`src/rtl/serial_adder_driver.sv`:
```
// Parallel front end for the bit-serial adder: serializes A/B LSB-first,
// clears the adder carry before each word, and reassembles the returning
// serial sum into an (N+1)-bit result with a one-cycle Done pulse.
module serial_adder_driver #(
  parameter int N   = 4,
  parameter int LAT = 1
) (
  input  logic         Clock,
  input  logic         Resetn,
  input  logic         Start,
  input  logic [N-1:0] A,
  input  logic [N-1:0] B,
  input  logic         s_in,
  output logic         a_out,
  output logic         b_out,
  output logic         adder_clr_n,
  output logic         Busy,
  output logic         Done,
  output logic [N:0]   Sum
);

  localparam int CW = $clog2(N + 2);
  localparam logic [CW-1:0] BIT_END  = CW'(N + 1);
  localparam logic [CW-1:0] CAP_LAST = CW'(N);

  typedef enum logic [1:0] {IDLE, CLEAR, SHIFT, DRAIN} state_t;

  state_t        state, state_d;
  logic [N-1:0]  a_sr, b_sr;
  logic [N-1:0]  res;
  logic [CW-1:0] bit_cnt, cap_cnt;
  logic [LAT:0]  vld;
  logic          cap_fire;
  logic          a_d, b_d, clr_d, busy_d, done_d;
  logic          load, launch;

  // A launched bit reaches s_in LAT+1 edges later; vld tracks bits in flight.
  assign cap_fire = vld[LAT];

  // Next-state and next-output decode; completion overrides the sequencing.
  always_comb begin
    state_d = state;
    a_d     = 1'b0;
    b_d     = 1'b0;
    clr_d   = 1'b1;
    busy_d  = Busy;
    done_d  = 1'b0;
    load    = 1'b0;
    launch  = 1'b0;
    unique case (state)
      IDLE: begin
        if (Start) begin
          load    = 1'b1;
          busy_d  = 1'b1;
          clr_d   = 1'b0;
          state_d = CLEAR;
        end
      end
      CLEAR: begin
        launch  = 1'b1;
        state_d = SHIFT;
      end
      SHIFT: begin
        if (bit_cnt != BIT_END) begin
          launch = 1'b1;
        end else if (LAT > 0) begin
          state_d = DRAIN;
        end
      end
      DRAIN: begin
      end
    endcase
    // Shift registers are zero-filled, so the extra bit N launches 0/0.
    if (launch) begin
      a_d = a_sr[0];
      b_d = b_sr[0];
    end
    if (cap_fire && (cap_cnt == CAP_LAST)) begin
      state_d = IDLE;
      busy_d  = 1'b0;
      done_d  = 1'b1;
    end
  end

  // State and registered outputs.
  always_ff @(posedge Clock or negedge Resetn) begin
    if (!Resetn) begin
      state       <= IDLE;
      a_out       <= 1'b0;
      b_out       <= 1'b0;
      adder_clr_n <= 1'b1;
      Busy        <= 1'b0;
      Done        <= 1'b0;
    end else begin
      state       <= state_d;
      a_out       <= a_d;
      b_out       <= b_d;
      adder_clr_n <= clr_d;
      Busy        <= busy_d;
      Done        <= done_d;
    end
  end

  // Operand shifters, launch/capture counters and result assembly.
  always_ff @(posedge Clock or negedge Resetn) begin
    if (!Resetn) begin
      a_sr    <= '0;
      b_sr    <= '0;
      res     <= '0;
      bit_cnt <= '0;
      cap_cnt <= '0;
      vld     <= '0;
      Sum     <= '0;
    end else begin
      if (load) begin
        a_sr    <= A;
        b_sr    <= B;
        bit_cnt <= '0;
        cap_cnt <= '0;
      end else if (launch) begin
        a_sr    <= {1'b0, a_sr[N-1:1]};
        b_sr    <= {1'b0, b_sr[N-1:1]};
        bit_cnt <= bit_cnt + CW'(1);
      end
      vld <= (vld << 1) | (LAT + 1)'(launch);
      if (cap_fire) begin
        res     <= {s_in, res[N-1:1]};
        cap_cnt <= (cap_cnt == CAP_LAST) ? '0 : cap_cnt + CW'(1);
      end
      if (done_d) begin
        Sum <= {s_in, res};
      end
    end
  end

endmodule
```
`config.mk`:
```
export PLATFORM = sky130hd
export DESIGN_NAME = serial_adder_driver
export DESIGN_NICKNAME = d
export VERILOG_FILES = /design/src/rtl/serial_adder_driver.sv
export SDC_FILE = /design/constraint.sdc
export NUM_CORES = 1
export LEC_CHECK = 0
export CAP_MARGIN = 20
export CORE_AREA = 2 2 64 66
export DETAILED_ROUTE_END_ITERATION = 12
export DIE_AREA = 0 0 66 68
export PLACE_DENSITY_LB_ADDON = 0.15
export SYNTH_ARGS = -nofsm -noshare
export SYNTH_HDL_FRONTEND = slang
export SYNTH_SLANG_ARGS = --single-unit
```
`constraint.sdc`:
```
create_clock -name Clock -period 2.76 [get_ports Clock]
set_clock_uncertainty 0.2 [all_clocks]
set_input_delay 0.552 -clock Clock [delete_from_list [all_inputs] [get_ports Clock]]
set_output_delay 0.552 -clock Clock [all_outputs]
set_load 0.01 [all_outputs]
```
==> reports/results.ini <==
[synth]
synth-compound-area-share = 0.158
synth.area.mux_share = 0.0819
synth_top_family_by_area = compound AO/OA/AOI/OAI gates
synth_commonest_cells = 31 x dfrtp_1, 20 x nand2_1, 11 x o211ai_1, 9 x inv_1, 9 x mux2_2
syn_inst = 134
synth_edf_count = 0
yosysUniqueCellTypes = 31
synthTopCellsByArea = dfrtp_1 52%, mux2_2 6.8%, ha_1 6.8%
synth_ff_type = dfrtp_1
ys_seq_area_frac = 0.541
netlist.area_leader.share = 0.523
synth_seq_cells = 32
synthSimpleGateAreaFrac = 0.106
syn_area_sq_um = 1480
synthXorXnorAreaFrac = 0
ys_warn_count = 0
ys_async_sr_fraction = 1.00
synth_most_common_cell = dfrtp_1
synth_fa_ha_area_frac = 0.0675
synth_top_area_cell = dfrtp_1
syn-num-nets = 154
synth.avg_cell_area_sq_um = 11.1

[job]
maxCapViolations = 0

[cts]
h-tree-depth = 2
cts_buffers = 5
cts_sinks = 32
hold_buffers = 0
clockBufferDepth = 2
cts_root_buf = clkbuf_8
clkTransAtPathRegs_ns = 0.07
cts_resized = 0
cts_tree = yes
clock_latency_ns = 0.28
postCtsSetupRepairBufs = 0

[worst_setup_path]
r2r_setup_slack_ns = 0.86
slowest_delay_ns = 0.52
worst-path-buf-inv = 1
worstPathRequired_ns = 2.01
cpMaxStageDelayCell = dfstp_2
crit_arrival_ns = 1.32
crit_type = flop to output port
path_cells = clkdlybuf4s50_1
path_max_fanout = 1
critPathCaptureType = output port
path_delay_family = flip-flops
critPathLaunchType = flop

[timing]
worstMarginPinSlew_ns = 0.417
period_share = 0.750
final-setup-viol-count = 0
hold_viol = 0
slew_violations = 0
fin_crit_ns = 2.07
finalSetupTns_ns = 0
fmax_mhz = 483
slew_headroom = 0.722
grt_setup_unrepaired = no
whs_ns = 0.154

[cells_and_area]
syn_to_final_growth_pct = 23.3
final_nets = 178
diodes = 0
utilization = 0.474
stdcell_area_sq_um = 1830
drive_above_1_share = 0.151
final_cells = 209
seqCellArea_sq_um = 802
multi_input_area_sq_um = 613
fill_cells = 373

[die]
die_h_um = 68
die_w_um = 66
fp-row-count = 23
die-area_sq_um = 4490
pin_count = 22
core-area_sq_um = 3860
initial_core_util = 0.384

[power]
internal-power_w = 0.000661
p_leak_nw = 0.816
swShare = 0.226
ir_worst_vdd_v = 0.000339
seq_power_share = 0.550
power_density_nw_per_um2 = 468
clkPwrFrac = 0.417
switchingPower_w = 0.000193
comb_power_share = 0.033

[placement]
gp_congestion = 0.773
place_area_sq_um = 1740
placed_cells_incl_taps = 201
port_buffers = 21
hpwl_um = 1990

[grt]
grt_overflow = 0
grt.total_usage = 0.150
grt_pass1_vias = 1075
grt_max_degree = 33
antenna_found_initial = 0
grt_first_pass_wirelength_um = 4950

[detailed_routing]
dr.pass1.iters = 4
postRouteAntennaNets = 0
remaining_drc_errors = 0
routed_via_density = 5.03
via_count = 1052
wire_per_inst_um = 14.0
drtIter0Drc = 32
drt_wl_total_um = 2930

[worst_hold_path]
hp-class = flop to flop

[status]
status = finished, final reports clean

## power groups by stage
stage	Clock (W)	Sequential, W	Combinational [W]
finish	0.000356	0.000470	0.0000285
global route	0.000380	0.000470	0.0000318
CTS	0.000368	0.000470	0.0000298
detailed placement	0	0.000479	0.0000297
global placement	0	0.000479	0.0000289
floorplan	0	0.000479	0.000000770
## cells in the final DEF, fill, tap and decap left out, types with 2 or more instances in the layout
| master | Yosys | routed |
|---|---|---|
| clkinv_2 | 0 | 2 |
| dfrtp_1 | 31 | 31 |
| mux2i_1 | 2 | 2 |
| o31ai_1 | 2 | 2 |
| nand2_1 | 20 | 20 |
| clkbuf_8 | 0 | 5 |
| nor2_1 | 4 | 4 |
| inv_1 | 9 | 9 |
| buf_4 | 1 | 2 |
| and2_1 | 4 | 4 |
| mux2_2 | 9 | 9 |
| o211ai_1 | 11 | 11 |
| clkdlybuf4s50_1 | 0 | 21 |
| ha_1 | 8 | 8 |
| o21ai_0 | 5 | 5 |
| a31oi_1 | 2 | 2 |
| nor3_1 | 2 | 2 |
| a21oi_1 | 3 | 3 |
| o2111ai_1 | 4 | 4 |
## per-layer routing
| metal | part of all wire | GRT usage | up-vias |
|---|---|---|---|
| met5 | 0 | 0 | - |
| met2 | 0.48 | 0.241 | 22 |
| met3 | 0.040 | 0.0444 | 5 |
| met1 | 0.47 | 0.193 | 508 |
| met4 | 0.011 | 0.0536 | 0 |
| li1 | - | - | 517 |
## worst paths after layout
| check | cells after the start | start | endpoint |
|---|---|---|---|
| setup reg to reg | 6 | state[0]$_DFFE_PN0P_ | bit_cnt[1]$_DFFE_PN0P_ |
| max in group asynchronous | 2 | Resetn | adder_clr_n$_DFF_PN1_ |
| setup / recovery | 1 | adder_clr_n$_DFF_PN1_ | adder_clr_n |
| min in group asynchronous | 2 | Resetn | Done$_DFF_PN0_ |
| hold / removal | 0 | vld[0]$_DFF_PN0_ | vld[1]$_DFF_PN0_ |
| hold reg to reg | 0 | vld[0]$_DFF_PN0_ | vld[1]$_DFF_PN0_ |
## cells by family (layout without fill, tap and decap cells)
| kind of cell | after synthesis | count (layout) |
|---|---|---|
| multiplexers | 11 | 11 |
| flip-flops | 32 | 32 |
| adder cells (fa/ha/maj) | 8 | 8 |
| buffers and inverters | 16 | 41 |
| AND/OR/NAND/NOR | 35 | 35 |
| AO/OA/AOI/OAI | 32 | 32 |
## layout make-up
cell class,instances,area share
multi-input cells,86,0.335
repair buffers,23,0.123
flip-flops and latches,32,0.439
clock inverters,3,0.0103
inverters,10,0.0205
clock buffers,5,0.0376
well taps,50,0.0342
## per-stage QoR
step	setup slack (ns)	total power [W]
detailed placement	0.736	0.000508
finish	0.689	0.000855
global route	0.651	0.000882
floorplan	1.03	0.000480
global placement	0.782	0.000508
CTS	0.675	0.000868
## sequential cells by signal, indices dropped and copies added, names as in the netlist
| name | flops |
|---|---|
| Sum | 5 |
| a_sr | 4 |
| b_sr | 4 |
| res | 4 |
| bit_cnt | 3 |
| cap_cnt | 3 |
| state | 2 |
| vld | 2 |
| Busy | 1 |
| Done | 1 |
| a_out | 1 |
| adder_clr_n | 1 |
| b_out | 1 |
Power figures use the tool's default switching activity.
